<file path="src/rtl/lut_mult_sched_ctrl.sv">
// Burst sequencer for the pipelined quarter-square LUT multiplier: pops operand pairs,
// tags each issue through the multiplier latency and pushes products under output-FIFO credit.
module lut_mult_sched_ctrl #(
    parameter int DW  = 8,
    parameter int LAT = 4,
    parameter int CW  = 8,
    parameter int RW  = 5
) (
    input  logic            clk,
    input  logic            rst_n,
    input  logic            start,
    input  logic [CW-1:0]   op_count,
    output logic            busy,
    output logic            done,
    input  logic            in_empty,
    output logic            in_rd_en,
    input  logic [2*DW-1:0] in_data,
    output logic [DW-1:0]   mul_a,
    output logic [DW-1:0]   mul_b,
    output logic            mul_valid,
    input  logic [2*DW-1:0] mul_prod,
    input  logic [RW-1:0]   out_room,
    output logic            out_wr_en,
    output logic [2*DW-1:0] out_data
);

    typedef enum logic [1:0] {
        ST_IDLE,
        ST_RUN,
        ST_DRAIN,
        ST_DONE
    } state_e;

    state_e         state_q;
    logic [CW-1:0]  count_q;
    logic [CW-1:0]  issued_q;
    logic [CW-1:0]  retired_q;
    logic [RW-1:0]  inflight_q;
    logic           busy_q;
    logic           done_q;
    logic           mul_valid_q;
    logic [LAT-1:0] vld_sr_q;

    logic           issue_ok;
    logic           push;
    logic           last_pop;
    logic           last_push;

    // The pop is decided from registered state plus the live FIFO flags, so both
    // in_empty and out_room already account for every earlier pop and push; this
    // keeps single-entry FIFOs safe while still issuing one op per cycle.
    always_comb begin
        issue_ok  = (state_q == ST_RUN) && !in_empty
                    && (issued_q < count_q) && (inflight_q < out_room);
        push      = vld_sr_q[LAT-1];
        last_pop  = issue_ok && (issued_q == count_q - CW'(1));
        last_push = push && (retired_q == count_q - CW'(1));
    end

    assign in_rd_en  = issue_ok;
    assign mul_a     = in_data[2*DW-1:DW];
    assign mul_b     = in_data[DW-1:0];
    assign mul_valid = mul_valid_q;
    assign out_wr_en = push;
    assign out_data  = mul_prod;
    assign busy      = busy_q;
    assign done      = done_q;

    // NOTE: every register here uses <= so all of them sample pre-edge values together.
    always_ff @(posedge clk or negedge rst_n) begin
        if (!rst_n) begin
            state_q    <= ST_IDLE;
            count_q    <= '0;
            issued_q   <= '0;
            retired_q  <= '0;
            inflight_q <= '0;
            busy_q     <= 1'b0;
            done_q     <= 1'b0;
        end else begin
            done_q <= 1'b0;
            case (state_q)
                ST_IDLE: begin
                    if (start) begin
                        count_q   <= op_count;
                        issued_q  <= '0;
                        retired_q <= '0;
                        if (op_count != '0) begin
                            state_q <= ST_RUN;
                            busy_q  <= 1'b1;
                        end else begin
                            state_q <= ST_DONE;
                            done_q  <= 1'b1;
                        end
                    end
                end
                ST_RUN: begin
                    if (last_pop) state_q <= ST_DRAIN;
                end
                ST_DRAIN: begin
                    if (last_push) begin
                        state_q <= ST_DONE;
                        busy_q  <= 1'b0;
                        done_q  <= 1'b1;
                    end
                end
                ST_DONE: state_q <= ST_IDLE;
                default: state_q <= ST_IDLE;
            endcase

            if (issue_ok) issued_q  <= issued_q + CW'(1);
            if (push)     retired_q <= retired_q + CW'(1);

            case ({issue_ok, push})
                2'b10:   inflight_q <= inflight_q + RW'(1);
                2'b01:   inflight_q <= inflight_q - RW'(1);
                default: inflight_q <= inflight_q;
            endcase
        end
    end

    // Valid tag travels alongside the operands; its tail marks the product on mul_prod.
    always_ff @(posedge clk or negedge rst_n) begin
        if (!rst_n) begin
            mul_valid_q <= 1'b0;
            vld_sr_q    <= '0;
        end else begin
            mul_valid_q <= issue_ok;
            vld_sr_q    <= (vld_sr_q << 1) | LAT'(mul_valid_q);
        end
    end

    a_issue_bound:  assert property (@(posedge clk) disable iff (!rst_n) issued_q <= count_q);
    a_retire_bound: assert property (@(posedge clk) disable iff (!rst_n) retired_q <= issued_q);
    a_credit:       assert property (@(posedge clk) disable iff (!rst_n) inflight_q <= out_room);

endmodule

</file>
<file path="config.mk">
export PLATFORM = sky130hd
export DESIGN_NAME = lut_mult_sched_ctrl
export DESIGN_NICKNAME = d
export VERILOG_FILES = /design/src/rtl/lut_mult_sched_ctrl.sv
export SDC_FILE = /design/constraint.sdc
export NUM_CORES = 1
export LEC_CHECK = 0
export BUFFER_PORTS_ARGS = -buffer_cell sky130_fd_sc_hd__clkbuf_2
export CAP_MARGIN = 20
export CORE_ASPECT_RATIO = 0.9
export CORE_MARGIN = 3
export CORE_UTILIZATION = 55
export DETAILED_ROUTE_END_ITERATION = 6
export GPL_TIMING_DRIVEN = 1
export PLACE_DENSITY = 0.85
export REMOVE_ABC_BUFFERS = 1
export SKIP_LAST_GASP = 1
export SLEW_MARGIN = 5
export SYNTH_ARGS = -nofsm -noshare
export SYNTH_HDL_FRONTEND = slang
export SYNTH_SLANG_ARGS = --single-unit
</file>
<file path="constraint.sdc">
create_clock -name clk -period 9.1 [get_ports clk]
set_clock_uncertainty 0.15 [all_clocks]
set_input_delay 1.82 -clock clk [delete_from_list [all_inputs] [get_ports clk]]
set_output_delay 1.82 -clock clk [all_outputs]
set_load 0.01 [all_outputs]
</file>
Yosys cells after proc, flatten, opt, wreduce, memory -nomap -nowiden
Cells that the tools add are included.

storage, ports and cells
  output and inout port bits = 37
  input port bits = 49
  register bits = 38

cells by class
  multiplexer cells = 18
  bitwise operators = 1
  $lt $le $gt $ge = 2
  equality and inequality tests = 11
  add/sub/neg operators = 5
  reduce and logical (&&, ||, !) cells = 19

operators by type and width
  cell                   count
  $mux W8                4
  $add A8 B1 Y8 const B  2
  $eq A8 B8 Y1           2
  $reduce_bool A2 Y1     6
  $pmux W5 S2            1
  $lt A8 B8 Y1           1
  $mux W2                4
  $ne A2 B2 Y1 const B   4
  $pmux W2 S4            1
  $reduce_bool A8 Y1     1
  $sub A8 B1 Y8 const B  1
  $eq A2 B2 Y1 const B   3
  $mux W1                6
  $reduce_and A2 Y1      3
  $add A5 B1 Y5 const B  1
  $logic_and A1 B1 Y1    5
  $lt A5 B5 Y1           1
  $sub A5 B1 Y5 const B  1
  $eq A2 B1 Y1 const B   2
  $or A4 B1 Y4           1
  $pmux W1 S2            2
  $reduce_and A4 Y1      1
  $reduce_and A3 Y1      1
  $logic_not A2 Y1       1
  $logic_not A1 Y1       1

Logic depth before layout (Yosys ltp)
Gate-level depths: netlist of the first run.

  depth after elaboration = 7
  mapped depth = 17

Least setup slack after synthesis of the first run
No wires, ideal clock.

  path type = input -> output
  start = input port out_room[1]
  end = output port in_rd_en
  stages = 6
  slack = 4.248 ns
  path buffers = 0
  arrival = 2.882 ns
  data required time = 7.130 ns
  cells stage by stage = inv_1 > ha_1 > a21o_1 > a211oi_2 > o2111ai_2 > inv_1

between the ends
  cells in the longest elaborated chain, start to end = 2

RTL lines
  element              line  text
  start, declared      22    input logic [RW-1:0] out_room,
  $lt A5 B5 Y1         54    && (issued_q < count_q) && (inflight_q < out_room);
  $logic_and A1 B1 Y1  54
  end, declared        16    output logic in_rd_en,

No other way between the ends.

Final worst setup path of the first run
Same ends and word-level chain as after synthesis.

==> results of run 1 <==
cell usage after synthesis, drive strengths merged (3+ instances only):
master   instances
a21o             3
a21oi           11
and3             4
buf             35
clkbuf           3
dfrtp           38
ha              22
inv             23
mux2             9
nand2           20
nand2b           5
nand3           11
nand4            4
nor2            11
nor3             3
nor4             4
o2111ai          3
o21ai           23
o31ai            3
xnor2           17
xor2             9
state kept, by name (all words and copies together) (netlist names):
| signal | cells |
|---|---|
| busy | 1 |
| count_q | 8 |
| done | 1 |
| inflight_q | 5 |
| issued_q | 8 |
| mul_valid | 1 |
| retired_q | 8 |
| state_q | 2 |
| vld_sr_q | 4 |
metrics by stage:
stage	power, uW	hold slack (ns)	instance area, um^2
6_report	771	0.199	2690
2_1_floorplan	575	0.181	2420
3_3_place_gp	641	0.183	2610
5_1_grt	843	0.205	2690
4_1_cts	777	0.201	2690
3_5_place_dp	662	0.186	2610
kinds of logic (layout without fill, tap and decap cells):
| group | Yosys count | count (layout) | share of synthesized area, % |
|---|---|---|---|
| compound gates | 55 | 55 | 13.8 |
| fa+ha+maj | 23 | 23 | 11.0 |
| buf+inv | 61 | 50 | 13.3 |
| xor+xnor | 26 | 26 | 8.45 |
| flops | 38 | 38 | 35.3 |
| simple gates | 71 | 71 | 13.8 |
| mux | 11 | 11 | 4.50 |
routing by layer:
metal / vias to the layer above / GRT usage, % / wire length (um)
met3: 10 / 8.81 / 486
met2: 89 / 28.9 / 2310
met4: 0 / 7.88 / 116
met1: 911 / 25.4 / 2380
li1: 930 / - / -
met5: - / 3.64 / 0
how the worst min path moves through the flow:
stage                             end         from
final                     vld_sr_q[1]  vld_sr_q[0]
after CTS                 vld_sr_q[1]  vld_sr_q[0]
after global placement    vld_sr_q[1]  vld_sr_q[0]
after detailed placement  vld_sr_q[1]  vld_sr_q[0]
after global routing      vld_sr_q[1]  vld_sr_q[0]
after floorplan           vld_sr_q[1]  vld_sr_q[0]
area by class of cell:
class                      instances  area (um^2)
tap                               62         77.6
timing repair buffer              21          105
inverter                          23         86.3
sequential                        38          951
fill                             383         1890
multi-input combinational        186         1390
clock buffer                       6         82.6
placed cells by master (no fill, tap or decap), types with 3 or more instances in the layout:
| cell | n |
|---|---|
| a21oi_1 | 11 |
| clkbuf_8 | 6 |
| a21o_1 | 3 |
| and3_1 | 4 |
| xnor2_1 | 17 |
| nor4_1 | 3 |
| dfrtp_1 | 38 |
| nand4_1 | 4 |
| nor2_1 | 11 |
| mux2_2 | 9 |
| nand2_1 | 20 |
| xor2_1 | 9 |
| o21ai_0 | 23 |
| ha_1 | 22 |
| nand2b_1 | 5 |
| clkbuf_2 | 21 |
| nand3_1 | 11 |
| o31ai_1 | 3 |
| inv_1 | 22 |
power by group:
group	leakage [uW]	internal, uW	switching (uW)
sequential	0.000490	220	69.1
clock	0.0000431	58.4	53.8
combinational	0.000740	178	193
total	0.00127	456	316
worst max-delay path: cells and delay by family:
family	cells	cell delay [ns]
fa+ha+maj	1	0.28
compound gates	3	0.78
buf+inv	4	0.60
==> metrics.cfg, run 1 <==
[job]
maxCapViolCount = 0

[hold_path]
hp-class = reg2reg
holdPathStages = 0

[clock_tree]
root_buffer = clkbuf_8
cts_buffers = 5
cts_tree = done
post_cts_buffers = 0
cts_hold_buf = 0
cts_sinks = 38
ctsLongestPathBuffers = 2
clock_latency_ns = 0.29
clkSlewWorstSetupHoldPaths_ns = 0.06
cts_resized = 0
cts_max_level = 2

[synth]
synth_area_leaders = dfrtp_1, ha_1, buf_4
yosysTopAreaCell = dfrtp_1
synth_area_um2 = 2700
synth-edff-count = 0
synthFlopType = dfrtp_1
ys_types = 47
synth_top_area_share_pct = 35.3
ys_warn_count = 0
syn_avg_cell_area_um2 = 9.46
async_flop_share_pct = 100
synth_cells = 285
synth-seq-area-share_pct = 35.3
ys_ff_latch = 38

[setup_path]
worstReg2RegEnd = inflight_q[4]
slowest_delay_ns = 0.39
crit_start = out_room[1]
r2r-start = count_q[2]
worstPathRequired_ns = 7.13
cp_cell_sequence = clkbuf_2 > inv_1 > ha_1 > a21o_1 > a211oi_2 > o2111ai_2 > inv_1 > clkbuf_2
cp-start-kind = primary input
regToRegSetupSlack_ns = 5.55
cp-end-kind = output pin
crit_path_end = in_rd_en
r2r_cells = 15
cp.arrival_ns = 3.48
worstSetupPathType = in2out
critPathMaxFanout = 15
cp_slowest_cell = o2111ai_2

[run_status]
status = complete, no violations

[routing]
drcViolationCount = 0
drt_iter0_drc = 118
routed_via_density = 5.77
avgRoutedWirePerCell_um = 15.8
routed_wl_um = 5290
ant_nets = 0
dr.pass1.iters = 4
vias = 1940

[timing]
period_needed_ns = 5.45
fin_ws_ns = 3.65
fin_crit_sh_pct = 59.9
setup_tns_ns = 0
tightest_slew_ns = 0.952
slew_headroom_pct = 36.5
rsz0062_at_grt = no
setup_viol = 0
fmax_mhz = 183
timing_hold_violations_final = 0
final_max_slew_viol_count = 0

[finish]
fin_util_pct = 58.8
syn2layout_area_growth_pct = -0.232
fin_nets = 347
final_cells = 336
insertedDiodeCount = 0
drive_gt1_share_pct = 16.4

[placed_design]
post-place-ws_ns = 3.66
place.port_buffers = 21
dp.cells = 330
post-dp-hpwl_um = 4070
place.gp.congestion = 0.853

[floorplanning]
fp.dieW_um = 79.8
initial_core_util_pct = 58.9
dieHeight_um = 72.4
pin_count = 86
coreArea_um2 = 4580
die-area_um2 = 5780
placementRows = 23

[grt]
grt.total_usage_pct = 19.8
grt_pass1_vias = 1919
grt_max_degree = 39
antenna_found_initial = 0
grt_pass1_wl_um = 8870
grt-ovfl-total = 0

[power]
power-per-cell-area_nw_per_um2 = 287
p_leak_uw = 0.00127
vdd_drop_max_uv = 101

Note: power is estimated with default switching activity, not from simulation.
==> inputs of run 2 (changes only) <==
Settings changed: CORE_UTILIZATION 55 to 47, PLACE_DENSITY 0.85 to 0.78.
Clock period 9.1 ns to 4.9 ns, I/O delays scaled along.
==> run 2 against run 1 <==
Compared with the run above:
- critical path depth stayed put
- critical path type unchanged
- core utilization is 7.4 points lower
- power is 100% higher
- sequential cell count stayed put
- largest cell class unchanged
==> metrics.cfg, run 2 (synthesized netlist as in run 1, its figures left out) <==
[floorplanning]
fp.dieW_um = 85.8
placementRows = 25
initial_core_util_pct = 49.8
die-area_um2 = 6680
dieHeight_um = 77.9
coreArea_um2 = 5410
pin_count = 86

[grt]
grt_pass1_wl_um = 9140
grt-ovfl-total = 0
grt_pass1_vias = 1793
grt.total_usage_pct = 17.4
grt_max_degree = 39
antenna_found_initial = 0

[finish]
fin_nets = 348
reg_top3 = count_q x8, issued_q x8, retired_q x8
final_cell_mix = dfrtp_1, o21ai_0, inv_1, ha_1, clkbuf_2
insertedDiodeCount = 0
drive_gt1_share_pct = 17.3
syn2layout_area_growth_pct = 3.06
layout_commonest_cell = dfrtp_1
nFillCells = 477

[timing]
setup_tns_ns = 0
setup_viol = 0
period_needed_ns = 3.73
final_max_slew_viol_count = 0
tightest_slew_ns = 0.637
slew_headroom_pct = 57.5
fmax_mhz = 268
timing_hold_violations_final = 0
fin_crit_sh_pct = 76.2
rsz0062_at_grt = no
fin_ws_ns = 1.17

[clock_tree]
cts_tree = done
cts_hold_buf = 0
clock_latency_ns = 0.29
cts_sinks = 38
cts_max_level = 2
ctsLongestPathBuffers = 2
cts_resized = 0
root_buffer = clkbuf_8
cts_buffers = 5
clkSlewWorstSetupHoldPaths_ns = 0.08
post_cts_buffers = 0

[setup_path]
cp-start-kind = primary input
crit_buf_inv = 4
critPathMaxFanout = 15
cp-end-kind = output pin
worstSetupPathType = in2out
critical-path-top-delay-family = compound AO/OA/AOI/OAI gates
slowest_delay_ns = 0.39
cp.arrival_ns = 2.60
cp_cell_sequence = clkbuf_2 > inv_1 > ha_1 > a21o_1 > a211oi_2 > o2111ai_2 > inv_1 > clkbuf_2
worstPathRequired_ns = 3.77
cp_slowest_cell = o2111ai_2

[routing]
routed_wl_um = 5570
ant_nets = 0
dr.pass1.iters = 4
drt_iter0_drc = 81
vias = 1935
routed_via_density = 5.63
avgRoutedWirePerCell_um = 16.2
drcViolationCount = 0

[placed_design]
place.port_buffers = 21
place.gp.congestion = 0.861
post-place-ws_ns = 0.996
post-dp-hpwl_um = 4240

[run_status]
status = complete, no violations

[power]
power-per-cell-area_nw_per_um2 = 563
vdd_drop_max_uv = 262
p_leak_uw = 0.00131

[hold_path]
hp-class = reg2reg

[job]
maxCapViolCount = 0

==> run 2: changes by cell type in the layout (fill, tap and decap cells not counted), sizes merged <==
| cell | delta |
|---|---|
| buf | +1 |
| clkinv | +1 |
| clkbuf | -1 |
| bufinv | +2 |
==> run 2: layout make-up <==
type	instances	area, um^2	share of cell area, %
Multi-Input combinational cell	186	1390	49.9
Clock buffer	5	68.8	2.48
Clock inverter	3	68.8	2.48
Sequential cell	38	951	34.2
Inverter	23	86.3	3.11
Tap cell	67	83.8	3.02
Timing Repair Buffer	22	133	4.77
==> run 2: where the power goes <==
group | switching (uW) | internal, uW
clock network | 119 | 204
registers | 134 | 407
logic | 366 | 335
total | 619 | 946
==> run 2: routing by layer <==
metal  GRT usage [%]  share of wire (%)  wire length [um]
met1            25.0                 48              2660
met2            23.5                 43              2390
met3            7.22                8.2               456
met4            5.38                1.1                64
met5           0.826                  0                 0
==> run 2: stage by stage <==
step	cells	area (um^2)	power, uW	util, %	hold WS, ns
2_1_floorplan	247	2420	1070	-	0.181
3_3_place_gp	335	2610	1200	48.3	0.182
3_5_place_dp	335	2610	1240	48.3	0.186
4_1_cts	343	2750	1570	50.8	0.204
5_1_grt	344	2780	1690	51.4	0.216
6_report	344	2780	1570	51.4	0.201
==> run 2: path summary, 6_finish.rpt <==
| check | start | to | slack, ns | cells past startpoint |
|---|---|---|---|---|
| max | out_room[1] | in_rd_en | 1.17 | 8 |
| min | vld_sr_q[2] | vld_sr_q[3] | 0.20 | 0 |
| max reg2reg | count_q[2] | inflight_q[4] | 1.32 | 15 |
| min reg2reg | vld_sr_q[2] | vld_sr_q[3] | 0.20 | 0 |
| max in group asynchronous | rst_n | count_q[2] | 3.63 | 2 |
| min in group asynchronous | rst_n | vld_sr_q[3] | 0.49 | 1 |
==> inputs of run 3 (changes only) <==
Settings changed: CORE_UTILIZATION 47 to 52, PLACE_DENSITY 0.78 to 0.81.
Clock period 4.9 ns to 3.8 ns, I/O delays scaled along.
==> run 3 against run 2 <==
Compared with the run above:
- global-route usage grew 2.9 points
- die area decreased by 8.9%
- sequential power rose by 30%
- combinational power up 28%
- power increased by 20%
- largest cell class unchanged
- final cell count down 0.58%
- first-iteration DRC count grew 79%
- sequential cell count stayed put
- non-clock buffer count is the same
==> metrics.cfg, run 3 (synthesized netlist as in run 1, its figures left out) <==
[finish]
fin_nets = 348
final-seq-area_um2 = 951
reg_top3 = count_q x8, issued_q x8, retired_q x8
nFillCells = 469
fin_util_pct = 55.0
syn2layout_area_growth_pct = 0.510
layout_commonest_cell = dfrtp_1
multi_input_area_um2 = 1390
final_cells = 342
insertedDiodeCount = 0
final_cell_mix = dfrtp_1, o21ai_0, inv_1, ha_1, clkbuf_2
drive_gt1_share_pct = 17.0

[routing]
drcViolationCount = 0
dr.pass1.iters = 4
ant_nets = 0
routed_via_density = 5.60
routed_wl_um = 5520
vias = 1914
drt_iter0_drc = 145
avgRoutedWirePerCell_um = 16.1

[hold_path]
hp-start = vld_sr_q[2]
hold_end = vld_sr_q[3]
hp-class = reg2reg
holdPathStages = 0

[power]
p_leak_uw = 0.00128
power-per-cell-area_nw_per_um2 = 695
vdd_drop_max_uv = 257

[timing]
fin_ws_ns = 0.430
holdWs_ns = 0.199
setup_tns_ns = 0
tightest_slew_ns = 0.921
timing_hold_violations_final = 0
slew_headroom_pct = 38.6
fmax_mhz = 297
final_max_slew_viol_count = 0
fin_crit_sh_pct = 88.7
setup_viol = 0
period_needed_ns = 3.37
rsz0062_at_grt = no

[setup_path]
worstReg2RegEnd = inflight_q[4]
r2r-start = count_q[2]
critPathMaxFanout = 14
r2r_cells = 15
worstSetupPathType = reg2out
cp-start-kind = register
regToRegSetupSlack_ns = 0.58
worstPathRequired_ns = 2.89
cp.arrival_ns = 2.46
cp-end-kind = output pin

[floorplanning]
initial_core_util_pct = 54.8
die-area_um2 = 6090
fp.dieW_um = 81.9
pin_count = 86
placementRows = 24
dieHeight_um = 74.3
coreArea_um2 = 4920

[clock_tree]
cts_hold_buf = 0
cts_max_level = 2
cts_sinks = 38
clkSlewWorstSetupHoldPaths_ns = 0.07
clock_latency_ns = 0.29
post_cts_buffers = 0
cts_resized = 0
root_buffer = clkbuf_8
cts_buffers = 5
ctsLongestPathBuffers = 2
cts_tree = done

[placed_design]
place.gp.congestion = 0.848
post-place-ws_ns = 0.496
dp.cells = 334
place.port_buffers = 21
post-dp-hpwl_um = 4230

[run_status]
status = complete, no violations

[grt]
grt-ovfl-total = 0
grt_pass1_vias = 1918
antenna_found_initial = 0
grt_pass1_wl_um = 9290
grt.total_usage_pct = 20.4
grt_max_degree = 39

[job]
maxCapViolCount = 0

run 3: through the flow:
step                      area, um^2  total power, uW
after CTS                       2710             1900
final                           2710             1880
after global routing            2710             2060
after detailed placement        2620             1600
after floorplan                 2420             1380
after global placement          2620             1550
run 3: how the worst max path moves through the flow:
stage	start	cells after the start	slack (ns)	to
after floorplan	out_room[1]	14	0.47	inflight_q[4]
after global placement	out_room[1]	15	0.56	inflight_q[4]
after detailed placement	out_room[1]	15	0.50	inflight_q[4]
after CTS	count_q[2]	9	0.44	in_rd_en
after global routing	count_q[2]	9	0.27	in_rd_en
final	count_q[2]	9	0.43	in_rd_en
run 3: final cells by class:
| type | instances | share of cell area (%) |
|---|---|---|
| clock buffer | 7 | 3.19 |
| clock inverter | 1 | 0.185 |
| inverter | 23 | 3.19 |
| multi-input combinational | 186 | 51.2 |
| sequential | 38 | 35.1 |
| tap | 65 | 3.00 |
| timing repair buffer | 22 | 4.16 |
run 3: worst max-delay path, stage by stage, from the launching register on:
cell       delay (ns)
dfrtp_1          0.55
inv_2            0.10
ha_1             0.30
o21ai_0          0.16
a21oi_1          0.07
o2111ai_1        0.26
o2111ai_2        0.18
buf_4            0.22
inv_1            0.16
clkbuf_2         0.17
run 3: per-layer routing:
layer  routed length (um)  GRT usage (%)  vias to the layer above
li1                     -              -                      933
met1                 2510           25.7                      894
met5                    0           1.67                        -
met4                   63           6.09                        0
met3                  543           11.6                        5
met2                 2410           29.6                       82
run 3: report_power, final:
| group | switching, uW | internal, uW | total (uW) |
|---|---|---|---|
| registers | 176 | 525 | 701 |
| clock network | 140 | 146 | 287 |
| logic | 465 | 432 | 897 |
